--- config.mk ---
export PLATFORM = sky130hd
export DESIGN_NAME = clk_div_prog_flat
export DESIGN_NICKNAME = d
export VERILOG_FILES = /design/src/rtl/clk_div_prog_if.sv /design/src/rtl/clk_div_prog.sv /design/src/flat_wrapper.sv
export SDC_FILE = /design/constraint.sdc
export NUM_CORES = 1
export LEC_CHECK = 0
export ABC_AREA = 1
export CORE_AREA = 2 2 90 58
export DETAILED_ROUTE_END_ITERATION = 16
export DIE_AREA = 0 0 92 60
export SYNTH_ARGS = -nofsm -noshare
export SYNTH_HDL_FRONTEND = slang
export SYNTH_SLANG_ARGS = --single-unit
export TNS_END_PERCENT = 50
--- constraint.sdc ---
create_clock -name clk -period 3.54 [get_ports clk]
set_clock_uncertainty 0.1 [all_clocks]
set_input_delay 0.885 -clock clk [delete_from_list [all_inputs] [get_ports clk]]
set_output_delay 0.885 -clock clk [all_outputs]
set_load 0.005 [all_outputs]
--- src/rtl/clk_div_prog_if.sv ---
// Control/status bundle for clk_div_prog. duty_high exists only when
// CLK_DIV_DUTY_PROG_EN is defined.
interface clk_div_prog_if #(
    parameter int CNT_W = 8
);
    logic             en;
    logic             div_load;
    logic [CNT_W-1:0] div_ratio;
`ifdef CLK_DIV_DUTY_PROG_EN
    logic [CNT_W-1:0] duty_high;
`endif
    logic             clk_out;
    logic             tick_rise;
    logic             tick_fall;
    logic             pending;
    logic [CNT_W-1:0] active_div;

`ifdef CLK_DIV_DUTY_PROG_EN
    modport master (output en, div_load, div_ratio, duty_high,
                    input  clk_out, tick_rise, tick_fall, pending, active_div);
    modport slave  (input  en, div_load, div_ratio, duty_high,
                    output clk_out, tick_rise, tick_fall, pending, active_div);
`else
    modport master (output en, div_load, div_ratio,
                    input  clk_out, tick_rise, tick_fall, pending, active_div);
    modport slave  (input  en, div_load, div_ratio,
                    output clk_out, tick_rise, tick_fall, pending, active_div);
`endif
endinterface

--- src/rtl/clk_div_prog.sv ---
// Programmable glitch-free integer clock divider with boundary-aligned ratio updates.
// Define CLK_DIV_DUTY_PROG_EN to add a programmable high-phase length (duty_high).
module clk_div_prog #(
    parameter int CNT_W       = 8,
    parameter int DEFAULT_DIV = 8
) (
    input  logic         clk,
    input  logic         rst,
    clk_div_prog_if.slave bus
);
    localparam logic [CNT_W-1:0] DEF_N = CNT_W'(DEFAULT_DIV);
    localparam logic [CNT_W-1:0] TWO   = CNT_W'(2);
    localparam logic [CNT_W-1:0] ONE   = CNT_W'(1);

    logic [CNT_W-1:0] cnt_q, cnt_d;
    logic [CNT_W-1:0] div_q, div_d;
    logic [CNT_W-1:0] shadow_q, shadow_d;
    logic             pending_q, pending_d;
    logic             clk_out_q, clk_out_d;
    logic             rise_q, rise_d;
    logic             fall_q, fall_d;
    logic [CNT_W-1:0] high_len;
    logic [CNT_W-1:0] load_n;
    logic             boundary;

    // Values 0 and 1 cannot produce a two-phase clock, so they become 2.
    assign load_n = (bus.div_ratio < TWO) ? TWO : bus.div_ratio;

`ifdef CLK_DIV_DUTY_PROG_EN
    localparam logic [CNT_W-1:0] DEF_H = CNT_W'((DEFAULT_DIV + 1) / 2);
    logic [CNT_W-1:0] high_q, high_d;
    logic [CNT_W-1:0] shadow_h_q, shadow_h_d;
    logic [CNT_W-1:0] load_h;

    // Keep both phases at least one cycle long for the ratio being loaded.
    assign load_h   = (bus.duty_high == '0)    ? ONE :
                      (bus.duty_high >= load_n) ? (load_n - ONE) : bus.duty_high;
    assign high_len = high_q;
`else
    // ceil(N/2) without needing an extra carry bit.
    assign high_len = div_q[CNT_W-1:1] + {{(CNT_W-1){1'b0}}, div_q[0]};
`endif

    always_comb begin
        cnt_d     = cnt_q;
        div_d     = div_q;
        shadow_d  = shadow_q;
        pending_d = pending_q;
        clk_out_d = clk_out_q;
        rise_d    = 1'b0;
        fall_d    = 1'b0;
        boundary  = (cnt_q == (div_q - ONE));
`ifdef CLK_DIV_DUTY_PROG_EN
        high_d     = high_q;
        shadow_h_d = shadow_h_q;
`endif
        if (bus.en) begin
            clk_out_d = (cnt_q < high_len);
            rise_d    = clk_out_d & ~clk_out_q;
            fall_d    = ~clk_out_d & clk_out_q;
            if (boundary) begin
                cnt_d = '0;
                if (pending_q) begin
                    div_d     = shadow_q;
                    pending_d = 1'b0;
`ifdef CLK_DIV_DUTY_PROG_EN
                    high_d    = shadow_h_q;
`endif
                end
            end else begin
                cnt_d = cnt_q + ONE;
            end
        end
        // A load in the boundary cycle lands after the swap above, so it waits a full period.
        if (bus.div_load) begin
            shadow_d  = load_n;
            pending_d = 1'b1;
`ifdef CLK_DIV_DUTY_PROG_EN
            shadow_h_d = load_h;
`endif
        end
    end

    always_ff @(posedge clk or posedge rst) begin
        if (rst) begin
            cnt_q     <= '0;
            div_q     <= DEF_N;
            shadow_q  <= DEF_N;
            pending_q <= 1'b0;
            clk_out_q <= 1'b0;
            rise_q    <= 1'b0;
            fall_q    <= 1'b0;
`ifdef CLK_DIV_DUTY_PROG_EN
            high_q     <= DEF_H;
            shadow_h_q <= DEF_H;
`endif
        end else begin
            cnt_q     <= cnt_d;
            div_q     <= div_d;
            shadow_q  <= shadow_d;
            pending_q <= pending_d;
            clk_out_q <= clk_out_d;
            rise_q    <= rise_d;
            fall_q    <= fall_d;
`ifdef CLK_DIV_DUTY_PROG_EN
            high_q     <= high_d;
            shadow_h_q <= shadow_h_d;
`endif
        end
    end

    assign bus.clk_out    = clk_out_q;
    assign bus.tick_rise  = rise_q;
    assign bus.tick_fall  = fall_q;
    assign bus.pending    = pending_q;
    assign bus.active_div = div_q;
endmodule

--- src/flat_wrapper.sv ---
// flat-port wrapper written by rule: the top's interface ports become plain ports
module clk_div_prog_flat 
#(
    parameter int CNT_W       = 8,
    parameter int DEFAULT_DIV = 8
)
  (clk, rst, bus_en, bus_div_load, bus_div_ratio, bus_clk_out, bus_tick_rise, bus_tick_fall, bus_pending, bus_active_div);
  clk_div_prog_if #(.CNT_W(CNT_W)) bus_i ();
  input  logic clk;
  input  logic rst;
  input wire logic [$bits(bus_i.en)-1:0] bus_en;
  input wire logic [$bits(bus_i.div_load)-1:0] bus_div_load;
  input wire logic [$bits(bus_i.div_ratio)-1:0] bus_div_ratio;
  output wire logic [$bits(bus_i.clk_out)-1:0] bus_clk_out;
  output wire logic [$bits(bus_i.tick_rise)-1:0] bus_tick_rise;
  output wire logic [$bits(bus_i.tick_fall)-1:0] bus_tick_fall;
  output wire logic [$bits(bus_i.pending)-1:0] bus_pending;
  output wire logic [$bits(bus_i.active_div)-1:0] bus_active_div;
  assign bus_i.en = bus_en;
  assign bus_i.div_load = bus_div_load;
  assign bus_i.div_ratio = bus_div_ratio;
  assign bus_clk_out = bus_i.clk_out;
  assign bus_tick_rise = bus_i.tick_rise;
  assign bus_tick_fall = bus_i.tick_fall;
  assign bus_pending = bus_i.pending;
  assign bus_active_div = bus_i.active_div;
  clk_div_prog #(.CNT_W(CNT_W), .DEFAULT_DIV(DEFAULT_DIV)) u_core (.clk(clk), .rst(rst), .bus(bus_i));
endmodule
==> results of run 1 <==
[worst reg2reg max path, cell delays in order, from the launching register on]
cell and delay, ns:
dfrtp_1 0.47, ha_1 0.23, ha_1 0.21, nand3_1 0.15, nand3b_1 0.21, xor2_1 0.16
ha_1 0.27, nand2_1 0.06, inv_1 0.06, nand4_1 0.18, nand3_1 0.14, nand2_1 0.07
[per-layer routing]
layer	up-vias	track usage	wire length, µm
li1	809	-	-
met1	679	0.2445	2167
met2	30	0.2342	1477
met3	4	0.03405	173
met4	0	0.04051	38
met5	-	0	0
[cell usage in the layout (no fill, tap or decap), types with 2 or more instances in the layout]
cell,instances
nand2_1,97
inv_1,28
dfrtp_1,26
clkdlybuf4s50_1,23
nor2_1,15
nand3_1,15
ha_1,11
xor2_1,6
o21ai_0,6
nand3b_1,5
a21oi_1,5
xnor2_1,3
nor3_1,3
nand4_1,3
clkbuf_8,3
nor2_2,2
inv_2,2
nand2_2,2
dfstp_2,2
[power by group through the flow]
stage	Clock [mW]	Sequential (mW)	Combinational, mW
2_1_floorplan	0	0.449	0.362
3_3_place_gp	0	0.478	0.468
5_1_grt	0.277	0.486	0.560
3_5_place_dp	0	0.478	0.472
4_1_cts	0.262	0.472	0.476
6_report	0.257	0.473	0.476
[how the worst max path moves through the flow]
stage	cells after the start	slack, ns	end
final	8	1.08	u_core.cnt_q[7]$_DFFE_PP0P_
after global routing	8	0.86	u_core.cnt_q[7]$_DFFE_PP0P_
after CTS	8	1.09	u_core.cnt_q[7]$_DFFE_PP0P_
after detailed placement	8	0.81	u_core.cnt_q[7]$_DFFE_PP0P_
after global placement	8	0.85	u_core.cnt_q[7]$_DFFE_PP0P_
after floorplan	8	1.49	u_core.cnt_q[7]$_DFFE_PP0P_
[per-stage QoR]
step | hold slack, ns | utilization
after detailed placement | 0.3539 | 0.4382
after global placement | 0.3508 | 0.4382
after CTS | 0.3770 | 0.4532
after global routing | 0.3946 | 0.4532
final | 0.3722 | 0.4532
after floorplan | 0.3418 | -
[logic make-up after synthesis]
kind of cell | count (synthesis)
and+or+nand+nor | 147
DFF | 28
adders and majority gates | 11
buffers and inverters | 37
xor gates and xnor gates | 9
AOI/OAI and AO/OA | 13
[cell type report]
cell class | count | area [µm²]
clock buffers | 3 | 41.29
well taps | 66 | 82.58
fillers | 502 | 2600
clock inverters | 1 | 30.03
flip-flops and latches | 28 | 703.2
repair buffers | 24 | 237.7
multi-input cells | 180 | 943.4
inverters | 31 | 116.4
[registers in the layout (all words and copies together), names as in the netlist]
| register | flops |
|---|---|
| u_core.bus.clk_out | 1 |
| u_core.bus.pending | 1 |
| u_core.bus.tick_rise | 1 |
| u_core.bus.tick_fall | 1 |
| u_core.cnt_q | 8 |
| u_core.shadow_q | 8 |
| u_core.bus.active_div | 8 |
==> results_dict.tcl, run 1 <==
set metrics [dict create \
    synth_edf_count 0 \
    firstDrtPassIters 4 \
    ys_seq_elements 28 \
    die_w_um 92 \
    grt_pass1_vias 1425 \
    critPathCaptureType "flop" \
    seqPwrFrac 0.392 \
    hp-start "u_core.shadow_q[3]$_DFFE_PP1P_" \
    layout.cells.non_filler 333 \
    yosysMostFrequentCell "nand2_1" \
    reg2reg_from "u_core.bus.active_div[1]$_DFFE_PP0P_" \
    cp.buffers_inverters 2 \
    synth_top_family_by_area "simple AND/OR/NAND/NOR gates" \
    relSlewSlack 0.7174 \
    cp_max_fo 10 \
    numCtsBuffers 3 \
    synth_top_area_cell "dfrtp_1" \
    slowest_stage "clkdlybuf4s50_1" \
    drive_gt1_frac 0.06367 \
    clock_power_share 0.213 \
    worst_pin_slew_ns 0.4207 \
    nets 291 \
    grt_max_degree 29 \
    routed_wl_mm 3.858 \
    detail_route.wl_per_cell_um 11.59 \
    post_cts_buffers 0 \
    post_drt_via_cell_ratio 4.571 \
    powerDensity_nw_per_um2 559.7 \
    cts_hold_buf 0 \
    finalSetupViolations 0 \
    final_cell_area_um2 2155 \
    htreeDepth 1 \
    grt_overflow 0 \
    synth_compound_area_frac 0.03747 \
    cellInternalPower_uw 747.7 \
    die_area_um2 5520 \
    clk_latency_ns 0.28 \
    max_freq_mhz 406.7 \
    cp_data_required_time_ns 3.67 \
    synth_area_leaders "dfrtp_1, nand2_1, ha_1, inv_1, nand3_1" \
    ir_drop_v 0.0002643 \
    maxCapViolations 0 \
    setup_tns_ns 0 \
    synth-simple-area-share 0.3657 \
    coreArea_um2 4755 \
    netlist_instances 245 \
    ys_warn_count 0 \
    r2r_cells 11 \
    ioPinCount 24 \
    crit_family "simple AND/OR/NAND/NOR gates" \
    status "finished, final reports clean" \
    cts-root-buf "clkbuf_8" \
    min_path_type "flop to flop" \
    synth_flop_cell "dfrtp_1" \
    hold_viol_final 0 \
    ctsResizeCount 0 \
    path_cells "clkdlybuf4s50_1 -> nand2_1 -> nor3_1 -> nand3_1 -> nor2_1 -> xor2_1 -> nand2_1 -> inv_1" \
    setup_ws_ns 1.081 \
    vias 1522 \
    cp.arrival_ns 2.59 \
    path_class "input port to flop" \
    cts_tree "done" \
    dieHeight_um 60 \
    gp_congestion 0.8294 \
    rrSetupSlack_ns 1.13 \
    grt_pass1_wl_mm 6.900 \
    postPlaceCellArea_um2 2083 \
    postSynthAreaPerCell_um2 7.359 \
    synth.distinct_cells 29 \
    numPortBuffers 23 \
    power_mw 1.206 \
    num_antenna_cells 0 \
    crit_path_start_kind "input port" \
    critPathMaxStageDelay_ns 0.69 \
    rows 20 \
    async_flop_share 1.000 \
    ant_nets 0 \
    dpl.hpwl_mm 3.012 \
    yosys-mux-area-fraction 0 \
    clk_pin_slew_ns 0.10 \
    leakage_nw 1.114 \
    synthAdderAreaFrac 0.07634 \
    synth_fp_nets 268 \
    power.switching_uw 458.2 \
    period_needed_ns 2.459 \
    clkSinkCount 28 \
    dp_cells 329 \
    synth_top_area_frac 0.3609 \
    cpMostUsedCell "nand2_1" \
    holdPathEnd "u_core.shadow_q[3]$_DFFE_PP1P_" \
    drt_iter0_drc 94 \
    pre_cts_ws_ns 0.8081 \
    drv_slew 0 \
    comb_power_share 0.395 \
    rsz0062_at_grt "no" \
    period_share 0.6946 \
    whs_path_depth 2 \
    synth-xor-area-share 0.04372 \
    track_usage 0.1614 \
    clockBufferDepth 2 \
    antenna_found_initial 0 \
    synth_common_cells "nand2_1, inv_1, dfrtp_1, nand3_1, nor2_1" \
    startpoint "bus_en" \
    switching_share 0.3800 \
    synth_area_um2 1803 \
    synth.yosys.seq_area_share 0.3900 \
    area_growth_pct 19.50 \
    drc 0 \
    initial_core_util 0.3792 \
    r2r_end "u_core.bus.clk_out$_DFFE_PP0P_" \
]
No activity file was read; power rests on OpenSTA's default activity.
==> run 2, diff against run 1 <==
==> constraint.sdc (replaced) <==
create_clock -name clk -period 2.5 [get_ports clk]
set_clock_uncertainty 0.1 [all_clocks]
set_input_delay 0.625 -clock clk [delete_from_list [all_inputs] [get_ports clk]]
set_output_delay 0.625 -clock clk [all_outputs]
set_load 0.005 [all_outputs]
==> run 2 against run 1 <==
Net effect: combinational power rose by 42%; critical path type is now flop to flop; die area did not move; routed wire length fell by 3.1%.
==> results_dict.tcl, run 2 (synthesis gave the netlist of run 1 again) <==
set metrics [dict create \
    status "finished, final reports clean" \
    layout.cells.non_filler 336 \
    detail_route.wl_per_cell_um 11.13 \
    rsz0062_at_grt "no" \
    path_class "flop to flop" \
    routed_wl_mm 3.740 \
    mostFrequentLayoutCells "nand2_1, inv_1, dfrtp_1" \
    grt_pass1_vias 1390 \
    vias 1521 \
    maxCapViolations 0 \
    final_common_cell "nand2_1" \
    antenna_found_initial 0 \
    cts_hold_buf 0 \
    max_freq_mhz 443.1 \
    pre_cts_ws_ns 0.2547 \
    die_area_um2 5520 \
    cp_max_fo 5 \
    dp_cells 332 \
    ctsResizeCount 0 \
    worst_pin_slew_ns 0.3688 \
    setup_ws_ns 0.2434 \
    track_usage 0.1570 \
    setup_tns_ns 0 \
    cts_tree "done" \
    drv_slew 0 \
    post_drt_via_cell_ratio 4.527 \
    hold_viol_final 0 \
    dieHeight_um 60 \
    leakage_nw 1.122 \
    clockBufferDepth 2 \
    die_w_um 92 \
    drc 0 \
    clk_pin_slew_ns 0.10 \
    initial_core_util 0.3792 \
    htreeDepth 1 \
    powerDensity_nw_per_um2 752.1 \
    dpl.hpwl_mm 2.964 \
    ioPinCount 24 \
    relSlewSlack 0.7541 \
    period_share 0.9026 \
    period_needed_ns 2.257 \
    numPortBuffers 23 \
    coreArea_um2 4755 \
    grt_pass1_wl_mm 6.686 \
    n_fill_cell 487 \
    clk_latency_ns 0.28 \
    ir_drop_v 0.0002661 \
    critPathCaptureType "flop" \
    finalSetupViolations 0 \
    drive_gt1_frac 0.07407 \
    drt_iter0_drc 94 \
    gp_congestion 0.8232 \
    rows 20 \
    cp.arrival_ns 2.33 \
    clkSinkCount 28 \
    post_cts_buffers 0 \
    utilization 0.4545 \
    nets 294 \
    firstDrtPassIters 4 \
    cts-root-buf "clkbuf_8" \
    cp_data_required_time_ns 2.58 \
    numCtsBuffers 3 \
    num_antenna_cells 0 \
    min_path_type "flop to flop" \
    area_growth_pct 19.85 \
    grt_max_degree 29 \
    ant_nets 0 \
    grt_overflow 0 \
    crit_path_start_kind "flop" \
]
run 2: cell types whose count changed in the layout (fill, tap and decap cells not counted):
cell       delta
bufinv_16     -1
clkbuf_8      +1
buf_4         +3
run 2: critical path, cell delays in order (launching register included):
cell	delay, ns
dfrtp_1	0.45
ha_1	0.21
ha_1	0.19
nand3_1	0.12
nand3b_1	0.20
xor2_1	0.16
ha_1	0.27
nand2_1	0.06
o21a_1	0.21
nand3_1	0.12
nand2_1	0.07
run 2: path summary, 6_finish.rpt:
check                                                     start                              endpoint  slack (ns)  cells past startpoint
max                        u_core.bus.active_div[0]$_DFFE_PP0P_        u_core.bus.clk_out$_DFFE_PP0P_        0.24                     10
min                              u_core.shadow_q[3]$_DFFE_PP1P_        u_core.shadow_q[3]$_DFFE_PP1P_        0.37                      2
max reg2reg                u_core.bus.active_div[0]$_DFFE_PP0P_        u_core.bus.clk_out$_DFFE_PP0P_        0.24                     10
min reg2reg                      u_core.shadow_q[3]$_DFFE_PP1P_        u_core.shadow_q[3]$_DFFE_PP1P_        0.37                      2
max in group asynchronous                                   rst  u_core.bus.active_div[3]$_DFFE_PP1P_        1.38                      3
min in group asynchronous                                   rst        u_core.shadow_q[0]$_DFFE_PP0P_        0.60                      3
run 2: stage by stage:
stage / hold slack (ns) / instance area, µm² / power [mW]
finish: 0.3715 / 2161 / 1.625
global route: 0.3900 / 2161 / 1.791
CTS: 0.3761 / 2161 / 1.639
detailed placement: 0.3515 / 2106 / 1.349
global placement: 0.3537 / 2106 / 1.345
floorplan: 0.3418 / 1803 / 1.148
run 2: area by class of cell:
cell class | instances | area [µm²] | area share
well taps | 66 | 82.58 | 0.03822
multi-input cells | 180 | 943.4 | 0.4366
repair buffers | 27 | 260.3 | 0.1204
flip-flops and latches | 28 | 703.2 | 0.3254
clock buffers | 4 | 55.05 | 0.02548
inverters | 31 | 116.4 | 0.05385
run 2: where the power goes:
part	switching [mW]	leakage, nW	total (mW)	internal [mW]
logic	0.375	0.747	0.678	0.303
registers	0.117	0.346	0.663	0.546
clock network	0.142	0.0288	0.284	0.141
total	0.634	1.12	1.63	0.991
run 2: routing by layer:
metal	vias up	global-route usage	part of all wire
met4	0	0.03838	0.0099
met5	-	0	0
met1	670	0.2457	0.60
met2	32	0.2174	0.35
met3	4	0.03405	0.034
li1	815	-	-
